## src/rtl/reg_muldiv_unit.sv

```systemverilog
// Multi-cycle unsigned multiply/divide unit between the register file read ports and its write port.
// Runs N shift-add or restoring-divide iterations, then issues a single registered write-back.
module reg_muldiv_unit #(
    parameter int N = 8
) (
    input  logic         clk,
    input  logic         rst,
    input  logic         start,
    input  logic [1:0]   op,
    input  logic [N-1:0] a,
    input  logic [N-1:0] b,
    input  logic [4:0]   rd_addr,
    output logic         busy,
    output logic         done,
    output logic         div_zero,
    output logic [N-1:0] wd3,
    output logic [4:0]   wa3,
    output logic         we3
);

    localparam int CW = (N > 1) ? $clog2(N) : 1;

    typedef enum logic [1:0] {IDLE, RUN, WB} state_t;

    state_t         state;
    logic [CW-1:0]  count;
    logic [2*N-1:0] acc;
    logic [2*N-1:0] acc_next;
    logic [N-1:0]   opnd;
    logic [1:0]     op_q;
    logic [4:0]     addr_q;
    logic [N:0]     mul_sum;
    logic [N:0]     div_shift;
    logic [N:0]     div_diff;

    // acc holds {partial product, multiplier} for MUL and {remainder, dividend/quotient} for DIV,
    // so both the high-half and remainder results come from acc[2N-1:N].
    always_comb begin
        mul_sum   = {1'b0, acc[2*N-1:N]} + (acc[0] ? {1'b0, opnd} : {(N+1){1'b0}});
        div_shift = {acc[2*N-1:N], acc[N-1]};
        div_diff  = div_shift - {1'b0, opnd};
        acc_next  = {mul_sum, acc[N-1:1]};
        if (op_q[1]) begin
            if (div_shift >= {1'b0, opnd})
                acc_next = {div_diff[N-1:0], acc[N-2:0], 1'b1};
            else
                acc_next = {div_shift[N-1:0], acc[N-2:0], 1'b0};
        end
    end

    always_ff @(posedge clk) begin
        if (!rst) begin
            state    <= IDLE;
            count    <= '0;
            acc      <= '0;
            opnd     <= '0;
            op_q     <= '0;
            addr_q   <= '0;
            busy     <= 1'b0;
            done     <= 1'b0;
            div_zero <= 1'b0;
            wd3      <= '0;
            wa3      <= '0;
            we3      <= 1'b0;
        end else begin
            case (state)
                IDLE: begin
                    done <= 1'b0;
                    we3  <= 1'b0;
                    if (start) begin
                        opnd     <= op[1] ? b : a;
                        acc      <= {{N{1'b0}}, (op[1] ? a : b)};
                        op_q     <= op;
                        addr_q   <= rd_addr;
                        div_zero <= 1'b0;
                        count    <= '0;
                        busy     <= 1'b1;
                        state    <= RUN;
                    end
                end
                RUN: begin
                    acc   <= acc_next;
                    count <= count + CW'(1);
                    if (count == CW'(N - 1)) begin
                        state <= WB;
                        // A zero divisor needs no special datapath: restoring division
                        // naturally yields all-ones quotient and remainder == dividend.
                        if (op_q[1] && opnd == '0)
                            div_zero <= 1'b1;
                    end
                end
                WB: begin
                    wd3   <= op_q[0] ? acc[2*N-1:N] : acc[N-1:0];
                    wa3   <= addr_q;
                    we3   <= (addr_q != 5'd0);
                    done  <= 1'b1;
                    busy  <= 1'b0;
                    state <= IDLE;
                end
                default: state <= IDLE;
            endcase
        end
    end

endmodule
```

## config.mk

```make
export PLATFORM = sky130hd
export DESIGN_NAME = reg_muldiv_unit
export DESIGN_NICKNAME = d
export VERILOG_FILES = /design/src/rtl/reg_muldiv_unit.sv
export SDC_FILE = /design/constraint.sdc
export NUM_CORES = 1
export LEC_CHECK = 0
export ABC_AREA = 1
export BUFFER_PORTS_ARGS = -buffer_cell sky130_fd_sc_hd__buf_2
export CELL_PAD_IN_SITES_DETAIL_PLACEMENT = 0
export CELL_PAD_IN_SITES_GLOBAL_PLACEMENT = 1
export CORE_UTILIZATION = 28
export DETAILED_ROUTE_END_ITERATION = 7
export PLACE_DENSITY = 0.7
export SETUP_SLACK_MARGIN = 0.02
export SLEW_MARGIN = 20
export SYNTH_ARGS = -nofsm -noshare
export SYNTH_HDL_FRONTEND = slang
export SYNTH_SLANG_ARGS = --single-unit
```

## constraint.sdc

```tcl
create_clock -name clk -period 2.05 [get_ports clk]
set_input_delay 0.1025 -clock clk [delete_from_list [all_inputs] [get_ports clk]]
set_output_delay 0.1025 -clock clk [all_outputs]
set_load 0.01 [all_outputs]
```

==> impl_metrics.csv, run 1 <==
group,metric,value,unit
setup_path,cp.arrival,2.12,ns
setup_path,critPathLaunch,"acc[0]$_SDFFE_PN0P_",
placement,place_ws,0.116,ns
synthesis,synth.distinct_cells,38,
placement,gp_congestion,0.867,
timing,setup_tns,0,ns
layout,mostFrequentLayoutCells,"96 x nand2_1, 53 x inv_1, 52 x dfxtp_1, 48 x nor2_1, 45 x a21oi_1",
detailed_routing,met1Wirelength,4890,um
global_route,antenna_found_initial,0,
setup_path,crit_family,"simple AND/OR/NAND/NOR gates",
setup_path,crit_buf_inv,4,
setup_path,r2r_start,"acc[0]$_SDFFE_PN0P_",
power,powerDensity,767,nW/um2
power,leakage,0.00193,uW
detailed_routing,first_iter_violations,137,
timing,setup_viol,0,
placement,io_buffers,42,
die,coreArea,11600,um2
die,io_pins,43,
synthesis,yosys_warnings,0,
synthesis,synthArstFlopShare,0,%
layout,drive_gt1_share,22.1,%
synthesis,synthSimpleGateAreaFrac,28.2,%
detailed_routing,wire_per_inst,14.8,um
layout,area_growth,20.1,%
die,die_w,112,um
status,violations,"DRC",
clocking,path_clk_slew,0.08,ns
placement,place_hpwl,7820,um
synthesis,synth_fa_ha_area_share,7.81,%
die,die_h,112,um
synthesis,synth_top_family_by_area,"simple AND/OR/NAND/NOR gates",
timing,finalHoldViolCount,0,
die,rows,39,
synthesis,synth_cells,496,
detailed_routing,viasPerCell,4.85,
global_route,grt_pass1_vias,3329,
detailed_routing,met2WireLength,4900,um
clocking,cts_buffer_depth,2,
timing,worst_clock_skew,0.00808,ns
detailed_routing,ant_nets,0,
detailed_routing,wirelength,10200,um
setup_path,crit_required,2.27,ns
clocking,root_buffer,"clkbuf_16",
setup_path,crit_slowest_cell,"ha_1",
power,max-vdd-ir-drop,387,uV
timing,hold_slack,0.0535,ns
timing,slew_viol_final,0,
synthesis,ys_seq_area_share,31.3,%
setup_path,critPathLaunchType,"flop",
setup_path,max_stage_delay,0.36,ns
timing,setup_ws,0.152,ns
setup_path,end_kind,"flop",
detailed_routing,via_count,3349,
timing,maxSlewHeadroom,50.5,%
setup_path,cp_max_fo,10,
synthesis,synth_edf_count,0,
synthesis,syn_area_per_cell,6.84,um2
timing,rsz0062_at_grt,"yes",
global_route,grt_max_degree,32,
synthesis,synth_compound_area_share,21.3,%
global_route,grt_pass1_wl,17000,um
clocking,clkSinkCount,53,
global_route,grt_use_total,17.1,%
setup_path,r2r_slack,0.15,ns
placement,place_area,3860,um2
timing,fmax,527,MHz
timing,post-route-period-util,92.6,%
min_path,hp-class,"in2reg",
layout,layout_commonest_cell,"nand2_1",
detailed_routing,dr_wl_met3,332,um
layout,design_area,4080,um2
setup_path,worstSetupPathType,"reg2reg",
die,dieArea,12600,um2
global_route,grt_overflow,0,
synthesis,syn_area,3390,um2
detailed_routing,drc_errors,1,
synthesis,synthXorXnorAreaFrac,1.55,%
layout,diodes,0,
layout,nNetsFinal,592,
min_path,worstHoldStart,"rd_addr[1]",
layout,postLayoutCoreUtil,35.1,%
clocking,postCtsHoldBufs,0,
setup_path,path_cells,"buf_6 -> nand2_1 -> inv_1 -> ha_1 -> nand2_1 -> inv_1 -> nand4_1 -> nand3_1 -> nand2_1 -> nand3_1 -> nand2_1 -> inv_1 -> nand3_2 -> a21oi_2",
synthesis,syn_nets,542,
clocking,clk_latency,0.30,ns
detailed_routing,top_layer,"met4",
synthesis,synthMuxAreaShare,0,%
synthesis,ys_ff_latch,53,
clocking,cts_buffers,5,
detailed_routing,drt-pass1-iter-count,6,
clocking,htreeDepth,2,
timing,worst_slew_pin_slew,0.742,ns
die,initial_core_util,29.2,%
setup_path,crit_path_frequent_cell,"nand2_1",
flow_run,drv_cap,0,
status,run_status,"finished, violations left",
timing,period_minus_slack,1.90,ns
synthesis,synth_ff_type,"dfxtp_1",
clocking,cts_tree,"built",
## per-layer routing
layer / up-vias / GRT usage, %
met1: 1548 / 22.8
met5: - / 0
met2: 55 / 29.1
met3: 6 / 2.32
met4: 0 / 4.18
li1: 1740 / -
## flip-flops by register name (all words and copies together) (netlist names)
signal	cells
addr_q	5
wd3	8
acc	16
count	3
opnd	8
busy	1
we3	1
done	1
state	2
op_q	2
div_zero	1
wa3	5
## worst register-to-register path, stage by stage, from the launching register on
cell     delay, ns
dfxtp_1       0.32
buf_6         0.15
nand2_1       0.07
inv_1         0.05
ha_1          0.37
nand2_1       0.11
inv_1         0.08
nand4_1       0.12
nand3_1       0.10
nand2_1       0.05
nand3_1       0.06
nand2_1       0.06
inv_1         0.11
nand3_2       0.08
a21oi_2       0.11
## synth_stat cells, types with 2 or more instances
cell type	number	area (um2)
buf_2	11	55.1
o22ai_1	2	12.5
nand2_1	96	360
nand4_1	8	50.1
inv_2	7	26.3
clkinv_1	3	11.3
xnor2_1	2	17.5
xor2_1	4	35.0
a21oi_1	46	230
nand3_2	7	70.1
nand3b_1	3	22.5
nor2_4	2	22.5
nand3_1	21	105
nor2_1	48	180
a31oi_1	9	56.3
o21ai_1	26	130
inv_1	54	203
clkbuf_1	11	41.3
a22oi_1	2	15.0
ha_1	18	225
dfxtp_1	53	1060
fa_1	2	40.0
a21oi_2	8	70.1
o21ai_0	32	160
nand2_2	8	50.1
## layout make-up
cell class / instances / area (um2)
clock buffer: 5 / 125
multi-input combinational: 357 / 2040
tap: 143 / 179
timing repair buffer: 65 / 387
clock inverter: 3 / 43.8
fill: 1286 / 7540
sequential: 53 / 1060
inverter: 64 / 240
## what timing repair did
action | 4_1_cts | 5_1_grt
endpoints found under the setup margin | 0 | 7
buffers inserted | 0 | 0
gates resized for setup | 0 | 11
## path summary, 6_finish.rpt
| path | depth (start not counted) | endpoint |
|---|---|---|
| min reg2reg | 2 | busy$_SDFFE_PN0P_ |
| max reg2reg | 14 | acc[12]$_SDFFE_PN0P_ |
| min | 3 | addr_q[1]$_SDFFE_PN0P_ |
| max | 14 | acc[12]$_SDFFE_PN0P_ |
## per-stage QoR
step	instances	total power, uW
5_1_grt	690	3300
6_report	690	3130
4_1_cts	690	3130
2_1_floorplan	496	1850
3_3_place_gp	682	2140
3_5_place_dp	682	2140
## where the power goes
group          leakage (uW)  switching [uW]  internal, uW
Clock             0.0000842             410           580
Sequential         0.000435            72.5          1110
Combinational       0.00141             605           346
Total               0.00193            1090          2040
## kinds of logic after synthesis
family,after synthesis
compound gates,130
flops,53
simple gates,201
fa+ha+maj,20
buf+inv,86
xor+xnor,6
(Power assumes the default switching activity.)
==> run 2, diff against run 1 <==
--- a/config.mk
+++ b/config.mk
@@ -12,7 +12,9 @@
 export CORE_UTILIZATION = 28
 export DETAILED_ROUTE_END_ITERATION = 7
 export PLACE_DENSITY = 0.7
+export RECOVER_POWER = 25
 export SETUP_SLACK_MARGIN = 0.02
+export SKIP_LAST_GASP = 1
 export SLEW_MARGIN = 20
 export SYNTH_ARGS = -nofsm -noshare
 export SYNTH_HDL_FRONTEND = slang
==> run 2 against run 1 <==
The flow still finishes with violations (DRC); combinational power about the same; routed wire length rose by 0.54%; sequential cell count is the same; non-clock buffer count is the same; power shrank 0.10%; sequential share of layout area up 0.14 points; utilization down 0.18 points; clock skew hardly changed.
==> impl_metrics.csv, run 2 (synthesis results as in run 1) <==
group,metric,value,unit
status,run_status,"finished, violations left",
status,violations,"DRC",
clocking,post_cts_resized,0,
die,dieArea,12600,um2
global_route,grt_overflow,0,
global_route,met3_usage,2.32,%
clocking,clk_latency,0.30,ns
die,die_w,112,um
timing,setup_viol,0,
global_route,grt_util_met2,29.1,%
setup_path,end_kind,"flop",
clocking,path_clk_slew,0.08,ns
layout,largest_reg_flops,16,
layout,drive_gt1_share,19.0,%
die,die_h,112,um
die,initial_core_util,29.2,%
die,coreArea,11600,um2
setup_path,r2r_slack,0.16,ns
clocking,cts_tree,"built",
detailed_routing,via_count,3359,
clocking,htreeDepth,2,
timing,maxSlewHeadroom,50.5,%
detailed_routing,drc_errors,1,
clocking,cts_buffer_depth,2,
timing,period_minus_slack,1.89,ns
layout,nNetsFinal,592,
min_path,hp-class,"in2reg",
detailed_routing,wire_per_inst,14.9,um
detailed_routing,wirelength,10300,um
placement,gp_congestion,0.867,
setup_path,crit_required,2.27,ns
placement,place_hpwl,7820,um
power,leakage,0.00186,uW
setup_path,worstSetupPathType,"reg2reg",
global_route,antenna_found_initial,0,
timing,worst_slew_pin_slew,0.741,ns
die,io_pins,43,
layout,layout_commonest_cell,"nand2_1",
timing,worst_clock_skew,0.00772,ns
setup_path,cp.arrival,2.12,ns
detailed_routing,ant_nets,0,
global_route,grtUsageMet1,22.8,%
clocking,postCtsHoldBufs,0,
timing,finalHoldViolCount,0,
clocking,cts_setup_buffers,0,
power,powerDensity,770,nW/um2
detailed_routing,viasPerCell,4.87,
clocking,root_buffer,"clkbuf_16",
global_route,grt_max_degree,32,
global_route,grt_pass1_vias,3329,
layout,postLayoutCoreUtil,34.9,%
layout,area_growth,19.5,%
layout,diodes,0,
global_route,grt-busiest-layer,"met2",
global_route,grt_use_total,17.1,%
layout,top_regs,"acc: 16 flops, opnd: 8 flops, wd3: 8 flops",
flow_run,drv_cap,0,
detailed_routing,drt-pass1-iter-count,6,
clocking,clkSinkCount,53,
power,max-vdd-ir-drop,386,uV
detailed_routing,first_iter_violations,138,
layout,nFillCells,1290,
global_route,grt_pass1_wl,17000,um
die,rows,39,
timing,post-route-period-util,92.4,%
layout,max_flop_register,"acc",
timing,rsz0062_at_grt,"yes",
timing,slew_viol_final,0,
setup_path,cp_max_fo,10,
timing,fmax,528,MHz
clocking,cts_buffers,5,
timing,setup_tns,0,ns
placement,io_buffers,42,
layout,mostFrequentLayoutCells,"96 x nand2_1, 53 x inv_1, 52 x dfxtp_1, 48 x nor2_1, 45 x a21oi_1",
setup_path,critPathLaunchType,"flop",
## run 2: changes by cell type in the layout (fill, tap and decap cells not counted), sizes merged
cell    delta
clkbuf    +17
buf       -17
## run 2: critical path, stage by stage, from the launching register on
cell	delay, ns
dfxtp_1	0.32
buf_6	0.15
nand2_1	0.07
inv_1	0.04
ha_1	0.37
nand2_1	0.11
inv_1	0.08
nand4_1	0.12
nand3_1	0.10
nand2_1	0.05
nand3_1	0.06
nand2_1	0.05
inv_1	0.11
nand3_2	0.08
a21oi_2	0.11
## run 2: stage by stage
step,hold WS [ns],power (uW),setup slack (ns),cell area [um2],std cells
6_report,0.0532,3120,0.156,4060,690
5_1_grt,0.0710,3300,0.00805,4060,690
4_1_cts,0.0515,3130,0.0908,4030,690
3_5_place_dp,0.360,2140,0.116,3860,682
3_3_place_gp,0.351,2140,0.141,3860,682
2_1_floorplan,0.263,1850,0.0712,3400,496
## run 2: area by class of cell
| class | count | area (um2) | area share, % |
|---|---|---|---|
| Clock buffer | 5 | 125 | 3.08 |
| Clock inverter | 3 | 43.8 | 1.08 |
| Inverter | 64 | 240 | 5.92 |
| Multi-Input combinational cell | 357 | 2040 | 50.3 |
| Sequential cell | 53 | 1060 | 26.2 |
| Tap cell | 143 | 179 | 4.41 |
| Timing Repair Buffer | 65 | 365 | 9.01 |
## run 2: final timing paths
| kind | startpoint | to | depth (start not counted) |
|---|---|---|---|
| max | acc[0]$_SDFFE_PN0P_ | acc[12]$_SDFFE_PN0P_ | 14 |
| min | rd_addr[1] | addr_q[1]$_SDFFE_PN0P_ | 3 |
| max reg2reg | acc[0]$_SDFFE_PN0P_ | acc[12]$_SDFFE_PN0P_ | 14 |
| min reg2reg | count[0]$_SDFFE_PN0P_ | count[0]$_SDFFE_PN0P_ | 1 |
## run 2: where the power goes
group          internal [uW]  switching [uW]  total, uW
combinational            342             606        948
sequential              1110            73.0       1190
clock                    580             410        989
total                   2030            1090       3120
## run 2: per-layer routing
| metal | wire length [um] | vias up |
|---|---|---|
| met5 | 0 | - |
| met2 | 4910 | 52 |
| li1 | - | 1740 |
| met4 | 105 | 0 |
| met3 | 338 | 8 |
| met1 | 4910 | 1559 |
